### src/rtl/scratchpad_seq.sv
// scratchpad_seq: command-driven mover between the tensor-core matrix buffers
// and the memory arbiter's scratchpad port. LOAD commands pull ROWS 64-bit rows
// from the arbiter into a buffer; STORE commands push a buffer out to the
// arbiter, with a one-row prefetch so store_data is always ready at each hit.
// Optional feature macro: SCRATCHPAD_SEQ_ROWCHECK_EN adds the sticky row_err
// output that flags row-index disagreement and cross-request hits.
module scratchpad_seq #(
    parameter int CMD_DEPTH = 4,
    parameter int NBUF      = 4,
    parameter int ROWS      = 4,
    localparam int BUF_W    = $clog2(NBUF),
    localparam int ROW_W    = $clog2(ROWS)
) (
    input  logic                   CLK,
    input  logic                   nRST,
    input  logic                   cmd_valid,
    output logic                   cmd_ready,
    input  logic                   cmd_op,
    input  logic [31:0]            cmd_addr,
    input  logic [BUF_W-1:0]       cmd_buf,
    output logic                   done,
    output logic                   done_op,
    output logic [BUF_W-1:0]       done_buf,
    output logic                   busy,
    output logic                   sLoad,
    output logic                   sStore,
    output logic [31:0]            load_addr,
    output logic [31:0]            store_addr,
    output logic [63:0]            store_data,
    input  logic                   sLoad_hit,
    input  logic                   sStore_hit,
    input  logic [63:0]            load_data,
    input  logic [1:0]             sLoad_row,
    output logic                   buf_wen,
    output logic [BUF_W+ROW_W-1:0] buf_waddr,
    output logic [63:0]            buf_wdata,
    output logic                   buf_ren,
    output logic [BUF_W+ROW_W-1:0] buf_raddr,
`ifdef SCRATCHPAD_SEQ_ROWCHECK_EN
    output logic                   row_err,
`endif
    input  logic [63:0]            buf_rdata
);

    localparam int PTR_W = $clog2(CMD_DEPTH);
    localparam logic [ROW_W-1:0] LAST_ROW  = ROW_W'(ROWS - 1);
    localparam logic [PTR_W:0]   FIFO_FULL = (PTR_W+1)'(CMD_DEPTH);

    typedef enum logic [2:0] {
        S_IDLE   = 3'd0,
        S_LD     = 3'd1,
        S_LD_WB  = 3'd2,
        S_ST_PF0 = 3'd3,
        S_ST_PF1 = 3'd4,
        S_ST     = 3'd5,
        S_DONE   = 3'd6
    } state_t;

    state_t state_q, state_d;

    // command FIFO
    logic             fifo_op_q   [CMD_DEPTH];
    logic [31:0]      fifo_addr_q [CMD_DEPTH];
    logic [BUF_W-1:0] fifo_buf_q  [CMD_DEPTH];
    logic [PTR_W-1:0] wr_ptr_q, wr_ptr_d, rd_ptr_q, rd_ptr_d;
    logic [PTR_W:0]   cnt_q, cnt_d;
    logic             fifo_full_s, fifo_empty_s, push_s, pop_s;

    // latched command and datapath
    logic             op_q, op_d;
    logic [31:0]      addr_q, addr_d;
    logic [BUF_W-1:0] bufsel_q, bufsel_d;
    logic [ROW_W-1:0] row_q, row_d;
    logic [63:0]      next_q, next_d;
    logic             rvalid_q;

    // registered outputs
    logic             sload_q, sload_d, sstore_q, sstore_d;
    logic [31:0]      load_addr_q, load_addr_d, store_addr_q, store_addr_d;
    logic [63:0]      store_data_q, store_data_d;
    logic             wen_q, wen_d, ren_q, ren_d;
    logic [BUF_W+ROW_W-1:0] waddr_q, waddr_d, raddr_q, raddr_d;
    logic             done_q, done_d, done_op_q, done_op_d, busy_q, busy_d;
    logic [BUF_W-1:0] done_buf_q, done_buf_d;

    logic             ld_hit_s, st_hit_s, row_last_s;
    logic [ROW_W:0]   row_p2_s;
    logic [63:0]      next_val_s;

    assign fifo_full_s  = (cnt_q == FIFO_FULL);
    assign fifo_empty_s = (cnt_q == (PTR_W+1)'(0));
    assign cmd_ready    = nRST && !fifo_full_s;
    assign push_s       = cmd_valid && cmd_ready;
    assign pop_s        = (state_q == S_IDLE) && !fifo_empty_s;

    // Hits only count while the matching request is actually up.
    assign ld_hit_s   = (state_q == S_LD) && sload_q && sLoad_hit;
    assign st_hit_s   = (state_q == S_ST) && sstore_q && sStore_hit;
    assign row_last_s = (row_q == LAST_ROW);
    assign row_p2_s   = {1'b0, row_q} + (ROW_W+1)'(2);
    // A prefetched row may land in the same cycle as the hit that needs it.
    assign next_val_s = rvalid_q ? buf_rdata : next_q;

    // FIFO storage write on push (no reset needed for payload)
    always_ff @(posedge CLK) begin
        if (push_s) begin
            fifo_op_q[wr_ptr_q]   <= cmd_op;
            fifo_addr_q[wr_ptr_q] <= cmd_addr;
            fifo_buf_q[wr_ptr_q]  <= cmd_buf;
        end
    end

    // FIFO pointer and occupancy next-state
    always_comb begin
        wr_ptr_d = wr_ptr_q;
        rd_ptr_d = rd_ptr_q;
        cnt_d    = cnt_q;
        if (push_s) wr_ptr_d = wr_ptr_q + PTR_W'(1);
        else        wr_ptr_d = wr_ptr_q;
        if (pop_s)  rd_ptr_d = rd_ptr_q + PTR_W'(1);
        else        rd_ptr_d = rd_ptr_q;
        case ({push_s, pop_s})
            2'b10:   cnt_d = cnt_q + (PTR_W+1)'(1);
            2'b01:   cnt_d = cnt_q - (PTR_W+1)'(1);
            default: cnt_d = cnt_q;
        endcase
    end

    // FSM next-state logic
    always_comb begin
        state_d = state_q;
        case (state_q)
            S_IDLE: begin
                if (pop_s) state_d = fifo_op_q[rd_ptr_q] ? S_ST_PF0 : S_LD;
                else       state_d = S_IDLE;
            end
            S_LD: begin
                if (ld_hit_s && row_last_s) state_d = S_LD_WB;
                else                        state_d = S_LD;
            end
            S_LD_WB:  state_d = S_DONE;
            S_ST_PF0: state_d = S_ST_PF1;
            S_ST_PF1: state_d = S_ST;
            S_ST: begin
                if (st_hit_s && row_last_s) state_d = S_DONE;
                else                        state_d = S_ST;
            end
            S_DONE:   state_d = S_IDLE;
            default:  state_d = S_IDLE;
        endcase
    end

    // FSM output and datapath next values
    always_comb begin
        op_d         = op_q;
        addr_d       = addr_q;
        bufsel_d     = bufsel_q;
        row_d        = row_q;
        next_d       = next_q;
        sload_d      = sload_q;
        sstore_d     = sstore_q;
        load_addr_d  = load_addr_q;
        store_addr_d = store_addr_q;
        store_data_d = store_data_q;
        wen_d        = 1'b0;
        waddr_d      = waddr_q;
        ren_d        = 1'b0;
        raddr_d      = raddr_q;
        done_d       = 1'b0;
        done_op_d    = done_op_q;
        done_buf_d   = done_buf_q;
        case (state_q)
            S_IDLE: begin
                if (pop_s) begin
                    op_d     = fifo_op_q[rd_ptr_q];
                    addr_d   = fifo_addr_q[rd_ptr_q];
                    bufsel_d = fifo_buf_q[rd_ptr_q];
                    row_d    = {ROW_W{1'b0}};
                    if (fifo_op_q[rd_ptr_q]) begin
                        ren_d   = 1'b1;
                        raddr_d = {fifo_buf_q[rd_ptr_q], {ROW_W{1'b0}}};
                    end else begin
                        sload_d     = 1'b1;
                        load_addr_d = fifo_addr_q[rd_ptr_q];
                    end
                end else begin
                    row_d = row_q;
                end
            end
            S_LD: begin
                if (ld_hit_s) begin
                    // load_data arrives next cycle; the write strobe lines up with it
                    wen_d   = 1'b1;
                    waddr_d = {bufsel_q, row_q};
                    if (row_last_s) sload_d = 1'b0;
                    else            row_d   = row_q + ROW_W'(1);
                end else begin
                    wen_d = 1'b0;
                end
            end
            S_LD_WB: begin
                done_d     = 1'b1;
                done_op_d  = op_q;
                done_buf_d = bufsel_q;
            end
            S_ST_PF0: begin
                ren_d   = 1'b1;
                raddr_d = {bufsel_q, ROW_W'(1)};
            end
            S_ST_PF1: begin
                store_data_d = buf_rdata;
                sstore_d     = 1'b1;
                store_addr_d = addr_q;
            end
            S_ST: begin
                if (rvalid_q) next_d = buf_rdata;
                else          next_d = next_q;
                if (st_hit_s) begin
                    if (row_last_s) begin
                        sstore_d   = 1'b0;
                        done_d     = 1'b1;
                        done_op_d  = op_q;
                        done_buf_d = bufsel_q;
                    end else begin
                        store_data_d = next_val_s;
                        row_d        = row_q + ROW_W'(1);
                        if (row_p2_s < (ROW_W+1)'(ROWS)) begin
                            ren_d   = 1'b1;
                            raddr_d = {bufsel_q, row_p2_s[ROW_W-1:0]};
                        end else begin
                            ren_d = 1'b0;
                        end
                    end
                end else begin
                    store_data_d = store_data_q;
                end
            end
            S_DONE: begin
                done_d = 1'b0;
            end
            default: begin
                done_d = 1'b0;
            end
        endcase
        busy_d = (state_d != S_IDLE) || (|cnt_d);
    end

    // State, FIFO pointers and all registered outputs with synchronous reset
    always_ff @(posedge CLK) begin
        if (!nRST) begin
            state_q      <= S_IDLE;
            wr_ptr_q     <= {PTR_W{1'b0}};
            rd_ptr_q     <= {PTR_W{1'b0}};
            cnt_q        <= {(PTR_W+1){1'b0}};
            op_q         <= 1'b0;
            addr_q       <= 32'd0;
            bufsel_q     <= {BUF_W{1'b0}};
            row_q        <= {ROW_W{1'b0}};
            next_q       <= 64'd0;
            rvalid_q     <= 1'b0;
            sload_q      <= 1'b0;
            sstore_q     <= 1'b0;
            load_addr_q  <= 32'd0;
            store_addr_q <= 32'd0;
            store_data_q <= 64'd0;
            wen_q        <= 1'b0;
            waddr_q      <= {(BUF_W+ROW_W){1'b0}};
            ren_q        <= 1'b0;
            raddr_q      <= {(BUF_W+ROW_W){1'b0}};
            done_q       <= 1'b0;
            done_op_q    <= 1'b0;
            done_buf_q   <= {BUF_W{1'b0}};
            busy_q       <= 1'b0;
        end else begin
            state_q      <= state_d;
            wr_ptr_q     <= wr_ptr_d;
            rd_ptr_q     <= rd_ptr_d;
            cnt_q        <= cnt_d;
            op_q         <= op_d;
            addr_q       <= addr_d;
            bufsel_q     <= bufsel_d;
            row_q        <= row_d;
            next_q       <= next_d;
            rvalid_q     <= ren_q;
            sload_q      <= sload_d;
            sstore_q     <= sstore_d;
            load_addr_q  <= load_addr_d;
            store_addr_q <= store_addr_d;
            store_data_q <= store_data_d;
            wen_q        <= wen_d;
            waddr_q      <= waddr_d;
            ren_q        <= ren_d;
            raddr_q      <= raddr_d;
            done_q       <= done_d;
            done_op_q    <= done_op_d;
            done_buf_q   <= done_buf_d;
            busy_q       <= busy_d;
        end
    end

    assign sLoad      = sload_q;
    assign sStore     = sstore_q;
    assign load_addr  = load_addr_q;
    assign store_addr = store_addr_q;
    assign store_data = store_data_q;
    assign buf_wen    = wen_q;
    assign buf_waddr  = waddr_q;
    // Returned row is only valid in the strobe cycle, so it is passed straight through.
    assign buf_wdata  = wen_q ? load_data : 64'd0;
    assign buf_ren    = ren_q;
    assign buf_raddr  = raddr_q;
    assign done       = done_q;
    assign done_op    = done_op_q;
    assign done_buf   = done_buf_q;
    assign busy       = busy_q;

`ifdef SCRATCHPAD_SEQ_ROWCHECK_EN
    logic row_err_q, row_err_d;

    // Sticky error: wrong row index on a load hit, or a hit for the idle request
    always_comb begin
        row_err_d = row_err_q;
        if ((ld_hit_s && (sLoad_row != 2'(row_q))) ||
            (sLoad_hit && sstore_q && !sload_q) ||
            (sStore_hit && sload_q && !sstore_q)) begin
            row_err_d = 1'b1;
        end else begin
            row_err_d = row_err_q;
        end
    end

    // Row-error flag register, cleared only by reset
    always_ff @(posedge CLK) begin
        if (!nRST) row_err_q <= 1'b0;
        else       row_err_q <= row_err_d;
    end

    assign row_err = row_err_q;
`else
    logic unused_row_s;
    assign unused_row_s = ^sLoad_row;
`endif

endmodule

### config.mk
export PLATFORM = sky130hd
export DESIGN_NAME = scratchpad_seq
export DESIGN_NICKNAME = d
export VERILOG_FILES = /design/src/rtl/scratchpad_seq.sv
export SDC_FILE = /design/constraint.sdc
export NUM_CORES = 1
export LEC_CHECK = 0
export ABC_AREA = 1
export BUFFER_PORTS_ARGS = -buffer_cell sky130_fd_sc_hd__buf_4
export CORE_MARGIN = 3
export CORE_UTILIZATION = 29
export DETAILED_ROUTE_END_ITERATION = 8
export HOLD_SLACK_MARGIN = 0.05
export SLEW_MARGIN = 20
export SYNTH_ARGS = -nofsm -noshare
export SYNTH_HDL_FRONTEND = slang
export SYNTH_SLANG_ARGS = --single-unit
### constraint.sdc
create_clock -name CLK -period 3.4 [get_ports CLK]
set_input_delay 1.02 -clock CLK [delete_from_list [all_inputs] [get_ports CLK]]
set_output_delay 1.02 -clock CLK [all_outputs]
set_load 0.02 [all_outputs]
==> implementation parameters <==
Parameter                              Value

Logic synthesis
  Count of yosys warnings during synthesis ... 0
  Mapped Nets ... roughly 2200
  Sequential-to-total area share from yosys stat ... 57.2%
  Number of distinct library cells after synthesis ... 26
  Yosys top cell by area ... dfxtp_1
  Top cells by area in the synthesized netlist ... dfxtp_1 32%, edfxtp_1 26%, nand2_1 13%
  Post-Synthesis Cells ... 2054
  Number of register bits inferred by synthesis ... around 400
  Post-synthesis instance area ... 16400 um2
  Avg Cell Area, Syn ... 7.99 um2
  Post-synth top area share ... a little under a third

Setup path
  Top fanout value on the critical path ... between 40 and 50
  Critical path endpoint category ... output pin
  Number of stages on the worst setup path ... 4
  Cell seen most often among critical-path stages ... buf_4
  Worst Setup Start Kind ... register
  Buffering stage count on the worst path with inverters included ... 3
  Data arrival time of the worst path ... slightly above 2 ns
  Slowest cell on the critical path ... dfxtp_2
  Cell type group with the largest total delay on the critical path ... flip-flops
  Required time of the worst setup path ... between 2 and 2.5 ns
  Delay of the slowest critical-path stage ... between 0.8 and 0.9 ns
  Category of the critical setup timing path ... reg -> out
  Reg2reg setup slack ... approximately 0.73 ns
  Critical path, cell by cell ... buf_4, nand2_1, inv_1, buf_4
  Depth of the worst register-to-register path ... 10
  Critical register-to-register path startpoint ... state_q[0]
  Worst R2R End ... load_addr[24]

Power
  Combinational share of power ... roughly a third
  Leakage dissipation ... between 9 and 10 nW
  Pwr/cell area ... ~850 nW/um2
  Net switching power ... 7.01 mW
  Fraction of power spent switching nets ... a little under two fifths
  Clock share of power ... around 28%
  Sequential cell fraction of total power ... a little over a third
  Cell-internal power ... 11.3 mW
  Largest voltage drop on the vdd net ... 552 uV

Finish
  Fraction of layout instances using a drive strength above 1 ... between 20 and 25%
  Area of combinational cells with multiple inputs ... roughly 5800 um2
  Fin cells ... approximately 3200
  Area growth, synth to finish ... 31.4%
  Fin nets ... around 2600
  Summed area of non-filler cells in the final layout ... ~22000 um2
  Fill count ... between 5000 and 6000
  Finished Core Util ... 38.8%
  Sequential cell area ... between 9000 and 10000 um2

Timing
  Worst hold slack across all endpoints ... 0.438 ns
  Normalized max-slew margin ... ~34%
  Actual slew at the worst max-slew pin ... ~1.0 ns
  Final slew viol count ... 0
  Highest achievable clock rate ... roughly 330 MHz
  Worst Clk Skew ... approximately 0.024 ns
  Hold Vio Cnt, Final ... 0
  Share of the cycle needed by the critical path after routing ... ~89%
  Unrepaired setup endpoints after global routing ... no
  Final worst path period need ... between 3 and 4 ns
  Total of endpoints with negative setup slack in the final report ... 0

Hold path
  Worst min path class ... reg -> reg
  Endpoint of the worst hold path ... rvalid_q
  Min-Delay Path Depth ... 2
  Origin of the worst min-delay path ... buf_ren

Clock tree
  H-tree depth ... 2
  Root cell of the clock tree ... clkbuf_16
  Clock tree from TritonCTS ... done
  Number of clock sinks ... between 300 and 400
  Total setup buffers inserted after CTS ... 0
  Post-CTS Hold Fix Bufs ... 0
  Total clock buffers created by CTS ... 46
  Longest Clk Path Bufs ... 3
  Clock latency on the worst-skew pair ... slightly below 0.6 ns
  Clock Pin Slew Worst Setup and Hold Paths ... around 0.06 ns
  Number of gates given a new drive strength after cts ... 0

Placed design
  Detailed-placement wirelength estimate ... ~34000 um
  Routability-driven placement congestion ratio ... 0.877
  Placed cells ... 3081
  Cell area after placement ... 19900 um2
  Count of buffers from port buffering ... about 380

Global routing
  GRT Resource Usage Total ... 16.9%
  Most used routing layer in global routing ... met2
  Routing usage on met3 ... 4.63%
  Initial antenna violation count ... 4
  Global-route met2 utilization ... 28.9%
  Met1 track demand over resource ... approximately a fifth
  Maximum number of pins on one net before global-route repair ... approximately 170
  Overflow after GRT ... 0
  Global-route wire length before repair ... 78900 um
  Via count of the first global-routing pass ... approximately 14000

Floorplanning
  Y dimension of the die ... between 200 and 250 um
  Effective utilization at floorplan ... 29.6%
  Row Count ... 86
  Die boundary width ... 244 um
  Total Die Area ... ~59000 um2
  Core area ... 55500 um2
  Ports placed on the boundary ... 380

Routing
  Drt first-iter violations ... 878
  DRC errors left ... 0
  Final routed wire length divided by cell count ... between 15 and 20 um
  Per-cell via count in the routed design ... roughly 4.6
  Remaining antenna violation count ... 0
  Routed vias ... ~15000
  First-pass DRT Iterations ... 5
  Total Wirelength ... 52400 um

Run
  # Max-Cap Violations ... 0

Outcome
  Result of the run ... finished clean
## sequential cells by signal (all words and copies together) (netlist names), 3 cells and up, named ones only
signal,flops
fifo_addr_q,128
fifo_buf_q,8
load_addr,32
fifo_op_q,4
store_data,64
state_q,3
store_addr,32
next_q,64
buf_waddr,4
cnt_q,3
buf_raddr,4
addr_q,32
## worst max-delay path by stage
stage	start	endpoint
CTS	buf_wen	buf_wdata[16]
detailed placement	nRST	busy
finish	buf_wen	buf_wdata[33]
global placement	nRST	busy
floorplan	nRST	fifo_addr_q[0][0]
global route	buf_wen	buf_wdata[44]
## metrics by stage
step	TNS [ns]	setup slack (ns)	power, mW
global route	0	0.195	19.5
global placement	0	0.626	13.2
finish	0	0.365	18.4
detailed placement	0	0.644	13.3
CTS	0	0.299	18.6
floorplan	-38.93	-0.278	10.6
## power groups by stage
stage	sequential, mW	clock (mW)	combinational [mW]
6_report	6.68	5.21	6.46
3_5_place_dp	6.78	0	6.53
3_3_place_gp	6.76	0	6.47
4_1_cts	6.69	5.35	6.55
5_1_grt	6.81	5.55	7.14
2_1_floorplan	7.40	0	3.21
## synthesized netlist by cell type
cell      count
nand2_1     582
nor2_1      288
dfxtp_1     259
o21ai_0     192
inv_1       169
a21oi_1     146
edfxtp_1    140
nand3_1      92
clkbuf_1     69
o21ai_1      38
buf_2        37
buf_6         7
buf_1         6
ha_1          6
inv_2         5
buf_4         4
nand4_1       4
nand2_2       2
clkbuf_2      1
fa_1          1
inv_4         1
nand2_4       1
nand3_2       1
nor2_2        1
o22ai_1       1
xnor2_1       1
## metal layers
metal	wire (um)	up-vias	part of all wire (%)
met5	13	-	0.025
met2	24900	438	48
met1	21300	6792	41
met3	4140	89	7.9
met4	2030	2	3.9
li1	-	7248	-
## worst reg2reg max path, delay by kind of cell (launching register included)
family / cells / cell delay, ns
AO/OA/AOI/OAI: 1 / 0.15
buffers and inverters: 4 / 1.14
flip-flops: 1 / 0.37
AND/OR/NAND/NOR: 5 / 0.93
## cell usage in the layout, fill, tap and decap left out, drive strengths merged, types with 4 or more instances in the layout
cell	synthesis	final
nand4	4	4
inv	175	178
ha	6	6
clkbuf	70	65
bufinv	0	6
nand3	93	93
nor2	289	289
nand2	585	585
buf	54	403
dfxtp	259	259
a21oi	146	146
edfxtp	140	140
o21ai	230	230
clkinv	0	9
## cell families (layout without fill, tap and decap cells)
kind of cell / after synthesis / in the layout / share of synthesized area (%)
other: 0 / 3 / 0
XOR/XNOR: 1 / 1 / 0.0534
buffers and inverters: 299 / 663 / 7.56
adder cells (fa/ha/maj): 7 / 7 / 0.579
AO/OA/AOI/OAI: 377 / 377 / 11.5
flip-flops: 399 / 399 / 57.2
AND/OR/NAND/NOR: 971 / 971 / 23.1
## layout make-up
cell class	count	area share, %
clock buffer	65	6.00
antenna	3	0.0348
multi-input combinational	1356	27.0
inverter	175	3.07
tap	748	4.34
sequential	399	43.6
clock inverter	20	1.46
timing repair buffer	403	14.5
Note: power is estimated with default switching activity, not from simulation.
